<file path="src/rtl/packet_buffer_pkg.sv">
// Shared types and default sizes for the packet-buffer read side.
package packet_buffer_pkg;

  localparam int unsigned PB_NUM_LANES      = 4;
  localparam int unsigned PB_AXI_WIDTH      = 64;
  localparam int unsigned PB_LANE_IDX_WIDTH = 2;
  localparam int unsigned PB_STATS_WIDTH    = 32;

  typedef enum logic {
    RD_IDLE = 1'b0,
    RD_XFER = 1'b1
  } rd_arb_state_e;

endpackage : packet_buffer_pkg

</file>
<file path="src/rtl/packet_buffer_rr_select.sv">
// Round-robin lane picker: first valid lane after rr_ptr, wrapping, rr_ptr itself last.
module packet_buffer_rr_select
  import packet_buffer_pkg::*;
#(
  parameter int unsigned NUM_LANES = PB_NUM_LANES,
  parameter int unsigned IDX_WIDTH = PB_LANE_IDX_WIDTH
) (
  input  logic [NUM_LANES-1:0] valid_vec,
  input  logic [IDX_WIDTH-1:0] rr_ptr,
  output logic [IDX_WIDTH-1:0] grant_idx_c,
  output logic                 grant_valid_c
);

  int lane;

  // Scan offsets from farthest to nearest so the nearest valid lane wins.
  always_comb begin
    grant_idx_c   = '0;
    grant_valid_c = 1'b0;
    lane          = 0;
    for (int off = int'(NUM_LANES); off >= 1; off--) begin
      lane = (int'(rr_ptr) + off) % int'(NUM_LANES);
      if (valid_vec[IDX_WIDTH'(lane)]) begin
        grant_idx_c   = IDX_WIDTH'(lane);
        grant_valid_c = 1'b1;
      end
    end
  end

endmodule : packet_buffer_rr_select

</file>
<file path="src/rtl/packet_buffer_read_arbiter.sv">
// Drains NUM_LANES lane FIFOs onto one AXI-stream egress port with
// packet-granular round-robin grants and a single registered output stage.
// Optional per-lane packet counters: define PACKET_BUFFER_READ_STATS_EN.
module packet_buffer_read_arbiter
  import packet_buffer_pkg::*;
#(
  parameter int unsigned NUM_LANES             = PB_NUM_LANES,
  parameter int unsigned AXI_WIDTH             = PB_AXI_WIDTH,
  parameter int unsigned LANE_SELECT_IDX_WIDTH = PB_LANE_IDX_WIDTH
`ifdef PACKET_BUFFER_READ_STATS_EN
  ,
  parameter int unsigned STATS_WIDTH           = PB_STATS_WIDTH
`endif
) (
  input  logic                                 clk_i,
  input  logic                                 rst_i,
  input  logic [NUM_LANES-1:0][AXI_WIDTH-1:0]  lane_tdata_i,
  input  logic [NUM_LANES-1:0]                 lane_tvalid_i,
  input  logic [NUM_LANES-1:0]                 lane_tlast_i,
  output logic [NUM_LANES-1:0]                 lane_tready_o,
  output logic [AXI_WIDTH-1:0]                 m_tdata_o,
  output logic                                 m_tvalid_o,
  output logic                                 m_tlast_o,
  output logic [LANE_SELECT_IDX_WIDTH-1:0]     m_lane_o,
  input  logic                                 m_tready_i
`ifdef PACKET_BUFFER_READ_STATS_EN
  ,
  output logic [NUM_LANES-1:0][STATS_WIDTH-1:0] pkt_count_o
`endif
);

  localparam int unsigned IDX_W = LANE_SELECT_IDX_WIDTH;

  rd_arb_state_e    state_q, state_d;
  logic [IDX_W-1:0] rr_ptr_q, rr_ptr_d;
  logic [IDX_W-1:0] grant_q, grant_d;
  logic [IDX_W-1:0] sel_idx_c;
  logic             sel_valid_c;
  logic             out_ready_c;
  logic             accept_c;

  packet_buffer_rr_select #(
    .NUM_LANES (NUM_LANES),
    .IDX_WIDTH (IDX_W)
  ) u_rr_select (
    .valid_vec     (lane_tvalid_i),
    .rr_ptr        (rr_ptr_q),
    .grant_idx_c   (sel_idx_c),
    .grant_valid_c (sel_valid_c)
  );

  // State, round-robin pointer and current grant.
  always_ff @(posedge clk_i) begin
    if (rst_i) begin
      state_q  <= RD_IDLE;
      rr_ptr_q <= IDX_W'(NUM_LANES - 1);
      grant_q  <= '0;
    end else begin
      state_q  <= state_d;
      rr_ptr_q <= rr_ptr_d;
      grant_q  <= grant_d;
    end
  end

  // Arbitrate in IDLE; in XFER pop the granted lane while the output stage can take a beat.
  always_comb begin
    state_d       = state_q;
    rr_ptr_d      = rr_ptr_q;
    grant_d       = grant_q;
    lane_tready_o = '0;
    accept_c      = 1'b0;
    out_ready_c   = !m_tvalid_o || m_tready_i;
    case (state_q)
      RD_IDLE: begin
        if (sel_valid_c) begin
          grant_d  = sel_idx_c;
          rr_ptr_d = sel_idx_c;
          state_d  = RD_XFER;
        end
      end
      RD_XFER: begin
        lane_tready_o[grant_q] = out_ready_c;
        accept_c               = out_ready_c && lane_tvalid_i[grant_q];
        if (accept_c && lane_tlast_i[grant_q]) begin
          state_d = RD_IDLE;
        end
      end
      default: state_d = RD_IDLE;
    endcase
  end

  // Egress register: load on accept, otherwise drain on downstream ready.
  always_ff @(posedge clk_i) begin
    if (rst_i) begin
      m_tdata_o  <= '0;
      m_tvalid_o <= 1'b0;
      m_tlast_o  <= 1'b0;
      m_lane_o   <= '0;
    end else if (accept_c) begin
      m_tdata_o  <= lane_tdata_i[grant_q];
      m_tvalid_o <= 1'b1;
      m_tlast_o  <= lane_tlast_i[grant_q];
      m_lane_o   <= grant_q;
    end else if (m_tready_i) begin
      m_tvalid_o <= 1'b0;
    end
  end

`ifdef PACKET_BUFFER_READ_STATS_EN
  // Count packets leaving per source lane, saturating at all-ones.
  always_ff @(posedge clk_i) begin
    if (rst_i) begin
      pkt_count_o <= '0;
    end else if (m_tvalid_o && m_tready_i && m_tlast_o &&
                 (pkt_count_o[m_lane_o] != '1)) begin
      pkt_count_o[m_lane_o] <= pkt_count_o[m_lane_o] + STATS_WIDTH'(1);
    end
  end
`endif

endmodule : packet_buffer_read_arbiter
</file>
<file path="config.mk">
export PLATFORM = sky130hd
export DESIGN_NAME = packet_buffer_read_arbiter
export DESIGN_NICKNAME = d
export VERILOG_FILES = /design/src/rtl/packet_buffer_pkg.sv /design/src/rtl/packet_buffer_rr_select.sv /design/src/rtl/packet_buffer_read_arbiter.sv
export SDC_FILE = /design/constraint.sdc
export NUM_CORES = 1
export LEC_CHECK = 0
export CAP_MARGIN = 25
export CORE_AREA = 2 2 130 132
export CTS_CLUSTER_DIAMETER = 50
export DETAILED_ROUTE_END_ITERATION = 6
export DIE_AREA = 0 0 132 134
export DONT_BUFFER_PORTS = 1
export PLACE_DENSITY = 0.36
export SYNTH_ARGS = -nofsm -noshare
export SYNTH_HDL_FRONTEND = slang
export SYNTH_SLANG_ARGS = --single-unit
</file>
<file path="constraint.sdc">
create_clock -name clk_i -period 2.1 [get_ports clk_i]
set_clock_uncertainty 0.1 [all_clocks]
set_input_delay 0.42 -clock clk_i [delete_from_list [all_inputs] [get_ports clk_i]]
set_output_delay 0.42 -clock clk_i [all_outputs]
set_load 0.02 [all_outputs]
</file>
Yosys cells after proc, flatten, opt, wreduce, memory -nomap -nowiden
Index checks and enable logic that the tools add are counted.

Magnitude comparators: 6. Multiplexer cells: 35. Bitwise operators: 2. Add/subtract/negate cells: 4. Reduce and logical (&&, ||, !) cells: 7.

Operator list (number): 64-bit binary-select mux with 2-bit select (1); 64-bit 2-to-1 mux (1); 1-bit 2-to-1 mux (20); 2-bit by 4-bit less-than comparator with 1-bit output (second input constant) (4); 1-bit binary-select mux with 2-bit select (6); 2-bit 2-to-1 mux (4); 2-bit by 1-bit adder with 2-bit output (second input constant) (2); 2-bit adder (second input constant) (2); 4-bit AND (1); 4-bit 2-to-1 mux (1); 1-bit logical AND (3); 2-bit by 3-bit less-than comparator with 1-bit output (second input constant) (1); 1-bit demux with 2-bit select (1); 2-bit by 1-bit greater-or-equal comparator with 1-bit output (second input constant) (1); 1-bit one-hot mux with 2 select lines (1); 2-bit AND reduction (1); 2-bit nonzero test (1); 1-bit zero test (1); 1-bit logical OR (1); 1-bit NOT (1).

Register bits: 73. Logic and storage cells: 61. Input bits: 267. Output and inout bits: 72.

Logic depth before layout (Yosys ltp)
Depth after elaboration: 10. Depth in mapped cells: 8. Gate-level depth less buffers: 4.

Modules after synthesis
Synthesis repeated with hierarchy kept, for this count alone.

Cell total of the unflattened synthesis: 517. Area, all modules: 5112.4 um^2.

By module, submodules not included: packet_buffer_read_arbiter (cells an instance 503, instances 1, sequential area each 1461.4 um^2, area an instance 5021.1 um^2); packet_buffer_rr_select (cells an instance 14, instances 1, sequential area each 0.0 um^2, area an instance 91.3 um^2).

Worst setup path after synthesis
Ideal clock, no wire load.

Path kind: reg-to-output. Start: register grant_q[0]. End: output port lane_tready_o[1]. Setup slack: 0.159 ns. Stages on the path, launching flop included: 5. Buffers on the path: 2. Arrival: 1.421 ns. Path through: dfxtp_1 -> buf_6 -> clkbuf_1 -> inv_1 -> nor3_1.

Word-level cells in the longest chain between the ends: 6. Elaborated cells between the ends (all ways): 7.

Ends and longest elaborated chain: start: declaration (RTL line packet_buffer_read_arbiter.sv:36) `logic [IDX_W-1:0] grant_q, grant_d;`; start signal: assignment (RTL line packet_buffer_read_arbiter.sv:61) `grant_q <= grant_d;`; 2-bit by 3-bit less-than comparator with 1-bit output (not written as such) / 2-bit by 1-bit greater-or-equal comparator with 1-bit output (equally long branches) (RTL line packet_buffer_read_arbiter.sv:82) `lane_tready_o[grant_q] = out_ready_c;`; 1-bit logical AND (not written as such) (RTL line packet_buffer_read_arbiter.sv:82); 1-bit 2-to-1 mux (not written as such) (RTL line packet_buffer_read_arbiter.sv:82); 1-bit demux with 2-bit select * (RTL line packet_buffer_read_arbiter.sv:82); 4-bit AND (no line) *; 4-bit 2-to-1 mux * (RTL line packet_buffer_read_arbiter.sv:73) `case (state_q)`; end: declaration (RTL line packet_buffer_read_arbiter.sv:20) `output logic [NUM_LANES-1:0] lane_tready_o,`.

Every way passes the cells marked *; elsewhere a longest branch is shown, timed or not.

Worst setup path after layout
Same ends and word-level chain as after synthesis.

==> summary.txt <==
Timing
  • Final worst-path cycle share: a little over nine tenths
  • Fin. max-slew vios: 0
  • Max transition margin: 68.7%
  • Final setup violation count: 0
  • Min Hold Slack: between 0.04 and 0.05 ns
  • Fmax: around 0.5 GHz
  • Min Tclk post-route: 1.99 ns
  • Fin. Hold Viols: 0
  • Fin Setup TNS: 0 ns
  • RSZ-0062 raised after global routing: false
  • Slew @ Worst Pin: roughly 0.47 ns

Place
  • DP Wirelength: between 9 and 10 mm
  • Port Buffers: 0
  • Dpl cells: about 610
  • GPL Wtd Cong: 0.748
  • Placed cell area: 4450 sq um

Power
  • Clk network pwr share: between 30% and 40%
  • NetSw: about 1.3 mW
  • P_int: between 3 and 4 mW
  • Comb pwr share: roughly 21%
  • Sequential power share: between 40% and 50%
  • Power density over cell area: just over 900 nW/um^2
  • Static leakage: between 1.5 and 2 nW
  • Switching Share: between 20% and 30%
  • Maximum VDD drop: between 0.3 and 0.4 mV

Setup path
  • CP Data Required Time: between 1.5 and 2 ns
  • CP Launch Type: flip-flop
  • Worst Setup End Kind: output pin
  • Critical path fanouts, max: between 40 and 50
  • Worst Path Class, Setup: reg2out
  • Worst EP arrival: between 1 and 1.5 ns

Layout
  • Layout cells sized above 1: 25.1%
  • Commonest non-fill, non-tap cells in the layout: 138 x nand2_1, 71 x dfxtp_1, 70 x a21oi_1
  • Synthesis-to-finish area growth: 14.3%
  • Util after Layout: about 30%
  • Post-layout nets: roughly 670
  • Final instance area: between 4000 and 5000 sq um
  • Post-route insts no fill: ~630
  • Commonest non-fill, non-tap cell in the layout: nand2_1
  • Layout fillers: around 1800
  • Antenna Cells: 0

Synthesis
  • Top cells by area, synth: mux4_2 35%, dfxtp_1 35%, nand2_1 12%
  • Post-Synthesis Cells: between 400 and 500
  • Yosys warnings: 0
  • Post-synth net total: a little under 700
  • Post-Synth Adder-Cell Area: 0%
  • Synth Register Bits: 73
  • Simple-gate share of the synthesized area: between 10% and 20%
  • Post-synthesis compound-gate area fraction: under 10%
  • Sequential share of the synthesized area: approximately 35%
  • Post-Syn Area: between 4000 and 5000 sq um
  • Area leader, netlist: mux4_2
  • Mean Syn Cell Area: slightly above 10 sq um
  • Largest family of logic cells by synthesized area: multiplexers
  • Post-synth top area share: about a third
  • Yosys cell types: 25
  • Multiplexer area fraction after synthesis: 35.7%
  • Xor/xnor share of the synthesized area: 0%

Detailed routing
  • Via-per-instance ratio: roughly 5.2
  • Avg WL per Cell: between 20 and 25 um
  • Antenna Nets Post-Route: 0
  • DRT Wirelength: 13.7 mm
  • Met2 routed WL: approximately 7.2 mm
  • Met3 WL post-DR: between 1 and 1.5 mm
  • Drc violations: 0
  • Iter 0 DRT Violations: between 150 and 200
  • DR vias: between 3000 and 4000
  • Highest metal layer with signal wires: met5
  • Metal-1 WL: between 5 and 6 mm
  • DRT Pass-1 Iters: 4

GRT
  • First-pass GRT wire length: ~20 mm
  • GRT Total Usage: between 10 and 15%
  • Largest net degree at the start of global routing: between 70 and 80
  • GRT Residual Overflow: 0
  • Initial antenna violation count: 1
  • Number of global-route vias before repair: between 3000 and 4000

CTS
  • Clock transition at the registers of the reported paths: 0.06 ns
  • CTS tree: built
  • CTS Buf Count: 9
  • H-tree depth: 3
  • Max Buffers Root-to-Sink: 2
  • Worst skew pair latency: roughly 0.33 ns
  • Root Driver: clkbuf_16
  • Clock net sink count: 73

Job
  • Max Cap Viol: 0

Floorplan
  • Die Y: about 130 um
  • Ports: between 300 and 400
  • Die X: approximately 130 um
  • Rows: 47
  • Core Region: ~16000 sq um
  • Die area: 17700 sq um
  • Initial Util: between 20% and 30%

Run status
  • Status: complete, no violations

Min path
  • Hold Crit Class: in2reg
registers in the layout, indices dropped and copies added (netlist names):
| name | count |
|---|---|
| grant_q | 2 |
| rr_ptr_q | 2 |
| m_tvalid_o | 1 |
| m_tdata_o | 64 |
| m_tlast_o | 1 |
| m_lane_o | 2 |
| state_q | 1 |
path summary, 6_finish.rpt:
check	depth (start not counted)	slack, ns	start	to
max reg2reg	5	0.24	grant_q[0]	m_tdata_o[56]
min reg2reg	2	0.45	m_tdata_o[54]	m_tdata_o[54]
max	4	0.11	grant_q[0]	lane_tready_o[1]
min	1	0.05	rst_i	grant_q[1]
worst max-delay path, stage by stage (launching register included):
cell and delay [ns]:
dfxtp_4 0.40, buf_16 0.29, inv_1 0.10, nor3_1 0.17
buf_4 0.17
per-layer routing:
metal	GRT usage (%)	vias to the layer above
li1	-	1483
met1	16.3	1579
met2	27.3	209
met3	5.18	7
met4	4.05	2
met5	0	-
through the flow:
| stage | setup slack, ns | total power [mW] |
|---|---|---|
| after floorplan | 0.159 | 2.53 |
| after global placement | 0.295 | 2.68 |
| after detailed placement | 0.257 | 2.69 |
| after CTS | 0.0487 | 4.48 |
| after global routing | 0.00703 | 4.63 |
| final | 0.110 | 4.38 |
synthesized netlist by cell type:
cell	count
dfxtp_1	73
a221o_1	1
nor2_1	5
o21ai_0	1
o221ai_1	1
nor3_1	3
a221oi_2	1
and3_1	1
buf_6	5
nor2b_1	2
a21oi_1	70
buf_4	3
nand3_2	1
nand3_1	1
buf_2	14
or2_2	2
clkbuf_1	17
inv_1	3
nor4_1	1
mux2i_1	2
nand2b_1	3
nand2_1	138
a31oi_1	1
o221a_2	1
mux4_2	66
cell families (layout without fill, tap and decap cells):
logic type	count (synthesis)	count (layout)
flip-flops	73	73
AND/OR/NAND/NOR	157	157
AO/OA/AOI/OAI	76	76
buffers and inverters	42	32
multiplexers	68	68
power by group through the flow:
stage          Combinational [mW]  Sequential (mW)  Clock, mW
5_1_grt                      1.01             1.78       1.85
4_1_cts                     0.923             1.77       1.80
6_report                    0.909             1.76       1.71
2_1_floorplan               0.782             1.74          0
3_3_place_gp                0.888             1.79          0
3_5_place_dp                0.893             1.80          0
cell type report:
cell class | instances | area [sq um] | share of cell area, %
Inverter | 3 | 11.3 | 0.233
Clock inverter | 4 | 73.8 | 1.53
Clock buffer | 12 | 256 | 5.32
Multi-Input combinational cell | 301 | 2540 | 52.6
Tap cell | 220 | 275 | 5.71
Timing Repair Buffer | 13 | 200 | 4.15
Sequential cell | 73 | 1470 | 30.5
timing repair:
action	in CTS	in global routing
resized for setup	1	1
buffers inserted	0	0
hold buffers	0	0
pin swaps	0	0
gates cloned	1	0
endpoints found under the setup margin	2	1
Note: power is estimated with default switching activity, not from simulation.
